<file path="src/rtl/pleasure_pkg.sv">
// Types shared by the affect-state blocks. The mood classification is also the
// state encoding of the mood FSM in pleasure_state.
package pleasure_pkg;

    typedef enum logic [1:0] {
        MOOD_NEUTRAL = 2'b00,
        MOOD_SAD     = 2'b01,
        MOOD_HAPPY   = 2'b10
    } mood_t;

endpackage

</file>
<file path="src/rtl/pleasure_state_if.sv">
// Bundle between the pleasure regulator (master) and pleasure_state (slave):
// step requests in, and the integrated level and mood out.
interface pleasure_state_if #(
    parameter int WIDTH = 8
);
    import pleasure_pkg::*;

    // Handshake: tick is a one-way update strobe with no ready. On every clock
    // where tick=1, the slave consumes pleasure_inc/pleasure_dec. There is no
    // backpressure. The outputs are registered and are valid on every cycle.
    logic             tick;
    logic             pleasure_inc;
    logic             pleasure_dec;
    logic [WIDTH-1:0] level;
    mood_t            mood;
    logic             level_changed;
    logic             saturated;

    modport master (
        output tick, pleasure_inc, pleasure_dec,
        input  level, mood, level_changed, saturated
    );

    modport slave (
        input  tick, pleasure_inc, pleasure_dec,
        output level, mood, level_changed, saturated
    );

endinterface

</file>
<file path="src/rtl/pleasure_state_sat_updown_counter.sv">
// Saturating up/down counter. It keeps one guard bit so that +1 at max and
// -1 at zero clamp and never wrap. The at_min and at_max flags are registered
// together with q.
module sat_updown_counter #(
    parameter int WIDTH = 8,
    parameter int INIT  = 0
) (
    input  logic             clk,
    input  logic             rst,
    input  logic             en,
    input  logic             up,
    input  logic             down,
    output logic [WIDTH-1:0] q,
    output logic             at_min,
    output logic             at_max
);

    localparam logic [WIDTH:0]   MAX_EXT = {1'b0, {WIDTH{1'b1}}};
    localparam logic [WIDTH:0]   ONE_EXT = {{WIDTH{1'b0}}, 1'b1};
    localparam logic [WIDTH-1:0] INIT_L  = WIDTH'(INIT);

    logic [WIDTH:0] q_ext;
    logic [WIDTH:0] next_ext;

    always_comb begin
        q_ext    = {1'b0, q};
        next_ext = q_ext;
        if (en && up && !down && (q_ext != MAX_EXT)) begin
            next_ext = q_ext + ONE_EXT;
        end else if (en && down && !up && (q_ext != '0)) begin
            next_ext = q_ext - ONE_EXT;
        end
    end

    always_ff @(posedge clk or posedge rst) begin
        if (rst) begin
            q      <= INIT_L;
            at_min <= (INIT_L == '0);
            at_max <= (INIT_L == '1);
        end else begin
            q      <= next_ext[WIDTH-1:0];
            at_min <= (next_ext == '0);
            at_max <= (next_ext == MAX_EXT);
        end
    end

endmodule

</file>
<file path="src/rtl/pleasure_state.sv">
// Integrates the pleasure steps into a saturating level. The level drifts back
// toward INIT when ticks are idle, and it is classified into a mood with hysteresis.
module pleasure_state
    import pleasure_pkg::*;
#(
    parameter int WIDTH        = 8,
    parameter int INIT         = 128,
    parameter int DECAY_PERIOD = 64,
    parameter int LOW_TH       = 64,
    parameter int HIGH_TH      = 192,
    parameter int HYST         = 8
) (
    input  logic             clk,
    input  logic             rst,
    pleasure_state_if.slave  bus
);

    localparam int               IDLE_W    = (DECAY_PERIOD > 1) ? $clog2(DECAY_PERIOD) : 1;
    localparam logic [IDLE_W-1:0] IDLE_LAST = IDLE_W'(DECAY_PERIOD - 1);
    localparam logic [IDLE_W-1:0] IDLE_ONE  = IDLE_W'(1);
    localparam logic [WIDTH-1:0] INIT_L    = WIDTH'(INIT);
    localparam logic [WIDTH-1:0] LOW_L     = WIDTH'(LOW_TH);
    localparam logic [WIDTH-1:0] HIGH_L    = WIDTH'(HIGH_TH);
    localparam logic [WIDTH-1:0] SAD_EXIT  = WIDTH'(LOW_TH + HYST);
    localparam logic [WIDTH-1:0] HAPPY_EXIT = WIDTH'(HIGH_TH - HYST);

    logic [IDLE_W-1:0] idle_cnt;
    logic [WIDTH-1:0]  level;
    logic              at_min;
    logic              at_max;
    logic              idle_tick;
    logic              decay_due;
    logic              step_up;
    logic              step_down;
    logic              will_change;
    logic              level_changed;
    mood_t             mood;

    // When inc and dec are both set, or both clear, the tick is idle.
    assign idle_tick = (bus.pleasure_inc == bus.pleasure_dec);
    assign decay_due = idle_tick && (idle_cnt == IDLE_LAST);

    always_comb begin
        step_up   = 1'b0;
        step_down = 1'b0;
        if (!idle_tick) begin
            step_up   = bus.pleasure_inc;
            step_down = bus.pleasure_dec;
        end else if (decay_due) begin
            step_up   = (level < INIT_L);
            step_down = (level > INIT_L);
        end
    end

    assign will_change = bus.tick && ((step_up && !at_max) || (step_down && !at_min));

    sat_updown_counter #(
        .WIDTH (WIDTH),
        .INIT  (INIT)
    ) u_level (
        .clk    (clk),
        .rst    (rst),
        .en     (bus.tick),
        .up     (step_up),
        .down   (step_down),
        .q      (level),
        .at_min (at_min),
        .at_max (at_max)
    );

    always_ff @(posedge clk or posedge rst) begin
        if (rst) begin
            idle_cnt      <= '0;
            level_changed <= 1'b0;
        end else begin
            level_changed <= will_change;
            if (bus.tick) begin
                if (!idle_tick || decay_due) begin
                    idle_cnt <= '0;
                end else begin
                    idle_cnt <= idle_cnt + IDLE_ONE;
                end
            end
        end
    end

    // The mood FSM looks at the registered level, so it trails level by one clock.
    always_ff @(posedge clk or posedge rst) begin
        if (rst) begin
            mood <= MOOD_NEUTRAL;
        end else begin
            case (mood)
                MOOD_NEUTRAL: begin
                    if (level >= HIGH_L)     mood <= MOOD_HAPPY;
                    else if (level <= LOW_L) mood <= MOOD_SAD;
                end
                MOOD_HAPPY: begin
                    if (level < HAPPY_EXIT)  mood <= (level <= LOW_L) ? MOOD_SAD : MOOD_NEUTRAL;
                end
                MOOD_SAD: begin
                    if (level > SAD_EXIT)    mood <= (level >= HIGH_L) ? MOOD_HAPPY : MOOD_NEUTRAL;
                end
                default: mood <= MOOD_NEUTRAL;
            endcase
        end
    end

    assign bus.level         = level;
    assign bus.mood          = mood;
    assign bus.level_changed = level_changed;
    assign bus.saturated     = at_min | at_max;

endmodule

</file>
<file path="src/flat_wrapper.sv">
// flat-port wrapper written by rule: the top's interface ports become plain ports
module pleasure_state_flat import pleasure_pkg::*;
#(
    parameter int WIDTH        = 8,
    parameter int INIT         = 128,
    parameter int DECAY_PERIOD = 64,
    parameter int LOW_TH       = 64,
    parameter int HIGH_TH      = 192,
    parameter int HYST         = 8
)
  (clk, rst, bus_tick, bus_pleasure_inc, bus_pleasure_dec, bus_level, bus_mood, bus_level_changed, bus_saturated);
  pleasure_state_if #(.WIDTH(WIDTH)) bus_i ();
  input  logic clk;
  input  logic rst;
  input wire logic [$bits(bus_i.tick)-1:0] bus_tick;
  input wire logic [$bits(bus_i.pleasure_inc)-1:0] bus_pleasure_inc;
  input wire logic [$bits(bus_i.pleasure_dec)-1:0] bus_pleasure_dec;
  output wire logic [$bits(bus_i.level)-1:0] bus_level;
  output wire logic [$bits(bus_i.mood)-1:0] bus_mood;
  output wire logic [$bits(bus_i.level_changed)-1:0] bus_level_changed;
  output wire logic [$bits(bus_i.saturated)-1:0] bus_saturated;
  assign bus_i.tick = bus_tick;
  assign bus_i.pleasure_inc = bus_pleasure_inc;
  assign bus_i.pleasure_dec = bus_pleasure_dec;
  assign bus_level = bus_i.level;
  assign bus_mood = bus_i.mood;
  assign bus_level_changed = bus_i.level_changed;
  assign bus_saturated = bus_i.saturated;
  pleasure_state #(.WIDTH(WIDTH), .INIT(INIT), .DECAY_PERIOD(DECAY_PERIOD), .LOW_TH(LOW_TH), .HIGH_TH(HIGH_TH), .HYST(HYST)) u_core (.clk(clk), .rst(rst), .bus(bus_i));
endmodule
</file>
<file path="config.mk">
export PLATFORM = sky130hd
export DESIGN_NAME = pleasure_state_flat
export DESIGN_NICKNAME = d
export VERILOG_FILES = /design/src/rtl/pleasure_pkg.sv /design/src/rtl/pleasure_state_if.sv /design/src/rtl/pleasure_state_sat_updown_counter.sv /design/src/rtl/pleasure_state.sv /design/src/flat_wrapper.sv
export SDC_FILE = /design/constraint.sdc
export NUM_CORES = 1
export LEC_CHECK = 0
export CAP_MARGIN = 20
export CELL_PAD_IN_SITES_DETAIL_PLACEMENT = 1
export CELL_PAD_IN_SITES_GLOBAL_PLACEMENT = 1
export CORE_MARGIN = 3
export CORE_UTILIZATION = 35
export CTS_CLUSTER_SIZE = 24
export DETAILED_ROUTE_END_ITERATION = 12
export GPL_TIMING_DRIVEN = 0
export PLACE_DENSITY = 0.8
export SYNTH_ARGS = -nofsm -noshare
export SYNTH_HDL_FRONTEND = slang
export SYNTH_HIERARCHICAL = 1
export SYNTH_SLANG_ARGS = --single-unit
</file>
<file path="constraint.sdc">
create_clock -name clk -period 8.4 [get_ports clk]
set_input_delay 0.84 -clock clk [delete_from_list [all_inputs] [get_ports clk]]
set_output_delay 0.84 -clock clk [all_outputs]
set_load 0.01 [all_outputs]
</file>
==> Word level (Yosys, flattened, before mapping) <==
Cells that the tools add are included.
{ "word_totals": {"out_inout_bits": 12, "inputBits": 5, "ff_bits": 19, "wordCells": 60} }
{ "classes": {"n_mux": 14, "magnitude_cmp": 6, "eq_ne": 9, "n_reduce_logical": 21, "n_bitwise": 1, "add_sub_neg": 3} }
{ "op_table": {"columns": ["cell", "count"], "rows": [
  ["$mux W9", 2],
  ["$lt A8 B8 Y1 const B", 2],
  ["$logic_and A1 B1 Y1", 10],
  ["$mux W2", 5],
  ["$add A8 B1 Y9 const B", 1],
  ["$eq A9 B8 Y1 const B", 1],
  ["$logic_not A9 Y1", 1],
  ["$sub A8 B1 Y9 const B", 1],
  ["$ge A8 B8 Y1 const B", 1],
  ["$gt A8 B7 Y1 const B", 1],
  ["$gt A8 B8 Y1 const B", 1],
  ["$le A8 B7 Y1 const B", 1],
  ["$ne A8 B8 Y1 const B", 1],
  ["$reduce_bool A8 Y1", 1],
  ["$add A6 B1 Y6 const B", 1],
  ["$eq A6 B6 Y1 const B", 1],
  ["$mux W6", 1],
  ["$pmux W2 S3", 1],
  ["$logic_not A1 Y1", 5],
  ["$mux W1", 5],
  ["$ne A2 B1 Y1 const B", 2],
  ["$ne A3 B1 Y1 const B", 1],
  ["$reduce_and A3 Y1", 1],
  ["$eq A2 B1 Y1 const B", 1],
  ["other kinds (5)", 6]
]} }

==> Longest topological paths before layout <==
{ "depth": {"depth_word": 10, "ltp_mapped": 11, "mapped_depth_nobuf": 11} }

==> Hierarchy <==
The synthesis kept the hierarchy.
{ "modules_own_cells": {"columns": ["module", "area_per_inst_um2", "cells_each", "seq_area_each_um2", "instances"], "rows": [
  ["sat_updown_counter", 789.5, 86, 251.5, 1],
  ["pleasure_state", 585.6, 67, 225.2, 1]
]} }

==> Worst setup path after synthesis <==
OpenSTA, ideal clock, no wires.
{ "synth_path": {"kind": "input to register", "from": "input port bus_pleasure_dec", "to": "register u_core.u_level.at_min", "setup_slack_ps": 5221, "t_required_ps": 8304, "setup_ps": 96, "path_buffers": 0, "arrival_ps": 3083, "cell_stages": 8, "path_cell_list": "nor2b_1 -> o41ai_1 -> nand3b_1 -> or4_1 -> a22oi_2 -> xor2_1 -> or4_1 -> nor4_2"} }
{ "synth_via": {"elab_chain_cells": 10, "word_cells_on_any_way": 17, "classes_between": "1 x eq/ne; 6 x mux; 10 x reduce/logical"} }
{ "synth_rtl": {"columns": ["item", "line_no", "text"], "rows": [
  ["start: declaration", "flat_wrapper.sv:17", "input wire logic [$bits(bus_i.pleasure_dec)-1:0] bus_pleasure_dec;"],
  ["$eq A1 B1 Y1 (*)", "pleasure_state.sv:40", "assign idle_tick = (bus.pleasure_inc == bus.pleasure_dec);"],
  ["$logic_and A1 B1 Y1", "pleasure_state.sv:41", "assign decay_due = idle_tick && (idle_cnt == IDLE_LAST);"],
  ["$mux W1", "pleasure_state.sv:49", "end else if (decay_due) begin"],
  ["$mux W1 (*)", "pleasure_state.sv:46", "if (!idle_tick) begin"],
  ["named net u_core.step_up", "pleasure_state.sv:33", "logic step_up;"],
  ["$logic_not A1 Y1", "pleasure_state_sat_updown_counter.sv:30", "end else if (en && down && !up && (q_ext != '0)) begin"],
  ["$logic_and A1 B1 Y1 (2 in series)", "pleasure_state_sat_updown_counter.sv:30", null],
  ["$mux W9", "pleasure_state_sat_updown_counter.sv:30", null],
  ["$mux W9 (*)", "pleasure_state_sat_updown_counter.sv:28", "if (en && up && !down && (q_ext != MAX_EXT)) begin"],
  ["named net u_core.u_level.next_ext[7]", "pleasure_state_sat_updown_counter.sv:23", "logic [WIDTH:0] next_ext;"],
  ["$logic_not A9 Y1 (*)", "pleasure_state_sat_updown_counter.sv:42", "at_min <= (next_ext == '0);"],
  ["end signal: assignment", "pleasure_state_sat_updown_counter.sv:38", "at_min <= (INIT_L == '0);"],
  ["end signal: assignment", "pleasure_state_sat_updown_counter.sv:42", null],
  ["end: declaration", "pleasure_state_sat_updown_counter.sv:14", "output logic at_min,"]
]} }
The timed path passes the listed nets; every way through them passes the cells marked *.
A chain may end at the register's enable or synchronous reset.

==> Worst setup path in the final report <==
Ends and elaborated chain as after synthesis.

==> results.yml <==
outcome:
  status: "complete, no violations"
detailed_routing:
  dr.pass1.iters: 4
  ant_nets: 0
  drc: 0
  vias: 1273
  drtIter0Drc: 91
  wl_per_cell_um: 17.67
  wl_mm: 3.905
  post_drt_via_cell_ratio: 5.760
yosys:
  yosys.cell_types.count: 57
  synth_fa_ha_area_share_pct: 4.368
  synth.area.mux_share_pct: 1.547
  ys_seq_elements: 19
  async_reset_ff_share_pct: 100.0
  yosysWarningCount: 6
  synth_fp_nets: 162
  synthSimpleGateAreaFrac_pct: 28.57
  synth-compound-area-share_pct: 20.02
  synth_area_um2: 1375
  yosysSeqAreaShare_pct: 34.67
  synth-xor-area-share_pct: 5.005
  synth_edf_count: 0
  synth_top_family_by_area: "simple AND/OR/NAND/NOR gates"
  synth.most_common_cell: "dfrtp_1"
  syn_inst: 153
  synth_top_area_share_pct: 32.76
  avgSynthCellArea_um2: 8.987
  synth_top_cell_by_area: "dfrtp_1"
  synthTopCellsByArea: "dfrtp_1 33%, nand2_1 4.4%, ha_1 3.6%"
  netlist_top_cells_count: "18 x dfrtp_1, 16 x nand2_1, 10 x inv_1, 10 x o21ai_0, 8 x nand3_1"
  synthFlopType: "dfrtp_1"
clock_network:
  cts_buffers: 3
  cts_setup_buffers: 0
  clock_path_buffers: 2
  clock-sinks: 19
  postCtsHoldBufs: 0
  cts_resized: 0
  ctsHtreeMaxLevel: 1
  clk-insertion-delay-late_ns: 0.26
  cts_root_buffer: "clkbuf_8"
  cts.clk_slew.worst_paths_ns: 0.08
  cts_tree: "built"
setup_path:
  criticalPathCategory: "input pin to flip-flop"
  arrival_ns: 4.09
  critPathCaptureType: "flip-flop"
  path_max_fanout: 5
  cp-start-kind: "input pin"
  cp_data_required_time_ns: 8.57
timing:
  fin_skew_ns: 0.002886
  rsz0062_at_grt: "no"
  slew_viol_final: 0
  fin_crit_sh_pct: 46.70
  fmax_mhz: 254.9
  setup_viol: 0
  finalSetupTns_ns: 0
  hold_viol: 0
  worst_slew_pin_slew_ns: 0.6433
  period_minus_slack_ns: 3.923
  fin_hold_ws_ns: 0.5365
  slew-limit-headroom_pct: 56.55
cells_and_area:
  drive_above_1_share_pct: 14.45
  fillers: 462
  fin_nets: 183
  diodes: 0
  area_delta_synth_final_pct: 19.38
  fin_util_pct: 44.18
floorplan:
  die_h_um: 68.68
  core_area_um2: 3716
  die_w_um: 68.68
  initial_core_util_pct: 37.00
  ios: 17
  std_cell_rows: 22
  die-area_um2: 4717
placed_design:
  dp_hpwl_mm: 2.943
  place_congestion: 0.8781
  numPortBuffers: 16
pwr:
  power.leakage_uw: 0.0006652
  ir_worst_vdd_uv: 164.9
  power.density_nw_per_um2: 299.2
worst_hold_path:
  hold_class: "flip-flop to flip-flop"
global_route:
  track_usage_pct: 19.47
  grt_start_max_net_pins: 14
  antenna_found_initial: 0
  grt_pass1_wl_mm: 6.831
  grt_pass1_vias: 1391
  grt_overflow: 0
job:
  cap_violations: 0
[layer usage]
layer / vias up / track usage, % / wire [um]
met5: - / 0 / 0
met4: 0 / 3.722 / 10
met3: 2 / 3.079 / 155
met2: 31 / 34.09 / 1908
met1: 634 / 25.17 / 1830
li1: 606 / - / -
[cells in the final DEF, fill, tap and decap left out, types with 2 or more instances in the layout]
cell type and count:
clkbuf_8 3, nor2b_1 2, clkdlybuf4s50_1 16, nand4_1 4
xor2_1 3, o21a_1 2, o211ai_1 2, o21ai_0 10
inv_1 10, a41oi_1 2, a21oi_1 3, and3b_1 2
nor2_1 7, ha_1 4, o22ai_1 3, xnor2_1 3
nor3_1 5, or2b_1 2, buf_6 2, nand3b_1 3
or4_1 2, dfrtp_1 18, buf_4 2, nand2_1 16
and3_1 3, nand3_1 8, o21ai_2 3
[sequential cells by signal, indices dropped and copies added, names as in the netlist]
name / flops
u_core/u_level/q: 8
u_core/bus.level_changed: 1
u_core/bus.mood: 2
u_core/u_level/at_max: 1
u_core/idle_cnt: 6
u_core/u_level/at_min: 1
[layout make-up]
type	count	area (um2)	share of cell area [%]
inverters	10	37.54	2.287
clock buffers	3	41.29	2.515
multi-input cells	119	818.3	49.85
plain buffers	5	42.54	2.591
well taps	48	60.06	3.659
clock inverters	1	5.005	0.3049
repair buffers	16	160.2	9.756
flip-flops and latches	19	476.7	29.04
[where the power goes]
| part | switching [uW] | internal [uW] | leakage, uW |
|---|---|---|---|
| Sequential | 56.2 | 120 | 0.000243 |
| Clock | 33.1 | 33.0 | 0.0000255 |
| Combinational | 131 | 118 | 0.000397 |
[final timing paths]
check / startpoint / slack (ns) / depth (start not counted) / endpoint
worst max-delay path: bus_pleasure_dec / 4.48 / 9 / u_core/u_level/at_min
min in group asynchronous: rst / 0.89 / 2 / u_core/u_level/q[5]
worst max register to register: u_core/idle_cnt[0] / 5.11 / 9 / u_core/u_level/at_min
max in group asynchronous: rst / 7.20 / 2 / u_core/u_level/q[7]
worst min-delay path: u_core/idle_cnt[4] / 0.54 / 1 / u_core/idle_cnt[4]
worst min register to register: u_core/idle_cnt[4] / 0.54 / 1 / u_core/idle_cnt[4]
[through the flow]
step | total power, uW | cell area (um2) | setup slack, ns | std cells
5_1_grt | 532.2 | 1642 | 4.257 | 221
3_5_place_dp | 425.5 | 1595 | 4.264 | 217
4_1_cts | 493.5 | 1642 | 4.525 | 221
3_3_place_gp | 408.8 | 1595 | 4.414 | 217
6_report | 491.1 | 1642 | 4.477 | 221
2_1_floorplan | 321.1 | 1375 | 5.221 | 153
[critical path, cell delays in order]
cell and delay, ns:
clkdlybuf4s50_1 0.53, nor2b_1 0.21, o41ai_1 0.64, nand3b_1 0.23, or4_1 0.59, a22oi_2 0.22, xor2_1 0.13, or4_1 0.55
nor4_2 0.16
[kinds of logic after synthesis]
family	after synthesis
and+or+nand+nor	66
DFF	19
adders and majority gates	5
muxes	2
buffers and inverters	15
AOI/OAI and AO/OA	39
xor gates and xnor gates	7
Power figures use the tool's default switching activity.
==> RTL change, RTL diff (same settings) <==
`HIGH_TH` is set to 192 in 2 places; all go to 96.
--- a/src/rtl/pleasure_state.sv
+++ b/src/rtl/pleasure_state.sv
@@ -9,3 +9,3 @@
     parameter int LOW_TH       = 64,
-    parameter int HIGH_TH      = 192,
+    parameter int HIGH_TH      = 96,
     parameter int HYST         = 8
--- a/src/flat_wrapper.sv
+++ b/src/flat_wrapper.sv
@@ -7,3 +7,3 @@
     parameter int LOW_TH       = 64,
-    parameter int HIGH_TH      = 192,
+    parameter int HIGH_TH      = 96,
     parameter int HYST         = 8
Behaviour: not the same (a bounded check fails within 4 cycles, from zero or initial values and one cycle with rst high).
==> RTL change against the unedited design <==
Wire length shrank 9.9%. Die area decreased by 3.9%. Setup slack improved by 0.24 ns. Largest cell class unchanged. First-iteration DRC count fell by 31%. Area after synthesis shrank 4.3%. Synthesized cell count fell by 6.5%. Sequential cell count did not move. Final area down 3.7%. Total power barely moved.
==> RTL change: results (changes against the unedited design) <==
outcome: complete, no violations
Syn. warnings: 6 (unchanged)
TritonCTS Buffers: 3 (unchanged)
Reg-to-Reg End: u_core/u_level/at_min
IO Port Bufs: 16 (unchanged)
Reg2Reg Depth: 10 (+1)
initial antenna violation count: 0 (unchanged)
VDD IR max: 0.000210 V (+27%)
Synth Net Count: 152 (-6.2%)
Setup crit start: bus_pleasure_dec
slowest stage delay, CP: 0.58 ns (-0.06 ns)
CP endpoint kind: register
Layout Skew: 0.00660 ns (+0.00371 ns)
reg2reg setup slack: 5.15 ns (+0.04 ns)
routed wl met3: 126 µm (-19%)
Iter 0 DRT Violations: 63 (-31%)
Ant. Diodes: 0 (unchanged)
Seq/Total Area, Yosys: 36.2% (+1.5 points)
TritonRoute pass-1 iters: 4 (unchanged)
Post-CTS Setup Bufs: 0 (unchanged)
Non-Filler Instances: 209 (-5.4%)
Post-DP HPWL: 2.73 mm (-7.4%)
worst hold slack: 0.529 ns (-0.00762 ns)
Max Buffers Root-to-Sink: 2 (unchanged)
leakage power: 0.623 nW (-6.3%)
post-placement cell area: 1530 µm² (-3.8%)
first-pass GRT wire length: 6.00 mm (-12%)
Hold Path Cell Cnt: 1 (unchanged)
pre-CTS setup slack: 4.48 ns (+0.221 ns)
Worst R2R Start: u_core/u_level/q[6]
post-CTS resize count: 0 (unchanged)
Final nets: 173 (-5.5%)
metal2 WL: 1.88 mm (-1.7%)
worst skew pair latency: 0.26 ns (about the same)
CP arrival: 3.84 ns (-0.25 ns)
Hold Crit Class: register to register
Avg Inst Size Synth: 9.20 µm² (+2.4%)
Post-Route WL: 3.52 mm (-9.9%)
met1 WL: 1.50 mm (-18%)
crit path max-delay cell type: or4_1
worst slew pin tran: 0.567 ns (-0.0765 ns)
GPL Wtd Cong: 0.836 (-4.8%)
layout cells sized above 1: 14.1% (-0.34 points)
Post-synth top cells: dfrtp_1, nand2_1, nor2_1
vias in the first global route: 1252 (-10%)
CTS clock-pin slew for the worst setup and hold paths: 0.07 ns
HP Start: u_core/bus.mood[1]
highest routed layer: met4
Async SR Flop Fraction: 100% (unchanged)
Clock Tree Root: clkbuf_8
largest net degree at the start of global routing: 14 (unchanged)
total chip power: 0.491 mW (about the same)
via count: 1211 (-4.9%)
Crit Path Max Fanout: 5 (unchanged)
Cell variety after synth: 53 (-7.0%)
Fmax achieved: 271 MHz (+6.4%)
Total GRT Usage: 17.5% (-2.0 points)
top flop regs: u_core/u_level/q: 8 flops, u_core/idle_cnt: 6 flops, u_core/bus.mood: 2 flops
Min-Delay Endpoint: u_core/bus.mood[1]
Synth area leaders: dfrtp_1, nand2_1, ha_1
-- RTL change: changes by cell type in the layout (fill, tap and decap cells not counted), moves of 2 or more --
| cell | before | now |
|---|---|---|
| inv_1 | 10 | 7 |
| o21ai_2 | 3 | 0 |
| a21oi_1 | 3 | 7 |
| or2b_1 | 2 | 0 |
| nand3_1 | 8 | 4 |
| and3_1 | 3 | 1 |
| o21ai_0 | 10 | 7 |
-- RTL change: cell type report --
type                    instances  area (µm²)
fillers                       439        1890
multi-input cells             112         772
flip-flops and latches         19         477
repair buffers                 16         160
well taps                      46        57.6
clock buffers                   3        41.3
plain buffers                   5        41.3
inverters                       7        26.3
clock inverters                 1        5.00
-- RTL change: power breakdown --
| group | leakage (nW) | internal [mW] | switching [mW] |
|---|---|---|---|
| sequential | 0.242 | 0.122 | 0.0547 |
| combinational | 0.356 | 0.121 | 0.131 |
| clock | 0.0255 | 0.0330 | 0.0297 |
| total | 0.623 | 0.275 | 0.215 |
-- RTL change: logic make-up (layout without fill, tap and decap cells) --
family | after synthesis | count (layout) | synth area share [%]
buffers and inverters | 12 | 32 | 5.13
AND/OR/NAND/NOR | 61 | 61 | 27.4
adder cells (fa/ha/maj) | 4 | 4 | 3.80
AO/OA/AOI/OAI | 36 | 36 | 19.7
multiplexers | 3 | 3 | 2.47
flip-flops | 19 | 19 | 36.2
XOR/XNOR | 8 | 8 | 5.32
-- RTL change: per-layer routing --
| layer | track usage, % | vias to the layer above |
|---|---|---|
| met5 | 0 | - |
| met4 | 2.78 | 0 |
| met3 | 3.99 | 4 |
| met2 | 32.9 | 25 |
| met1 | 20.3 | 608 |
| li1 | - | 574 |
-- RTL change: worst max-delay path: cells and delay by family --
family          cells  cell delay, ns
compound gates      2            0.68
xor+xnor            1            0.13
buf+inv             1            0.48
simple gates        5            1.70
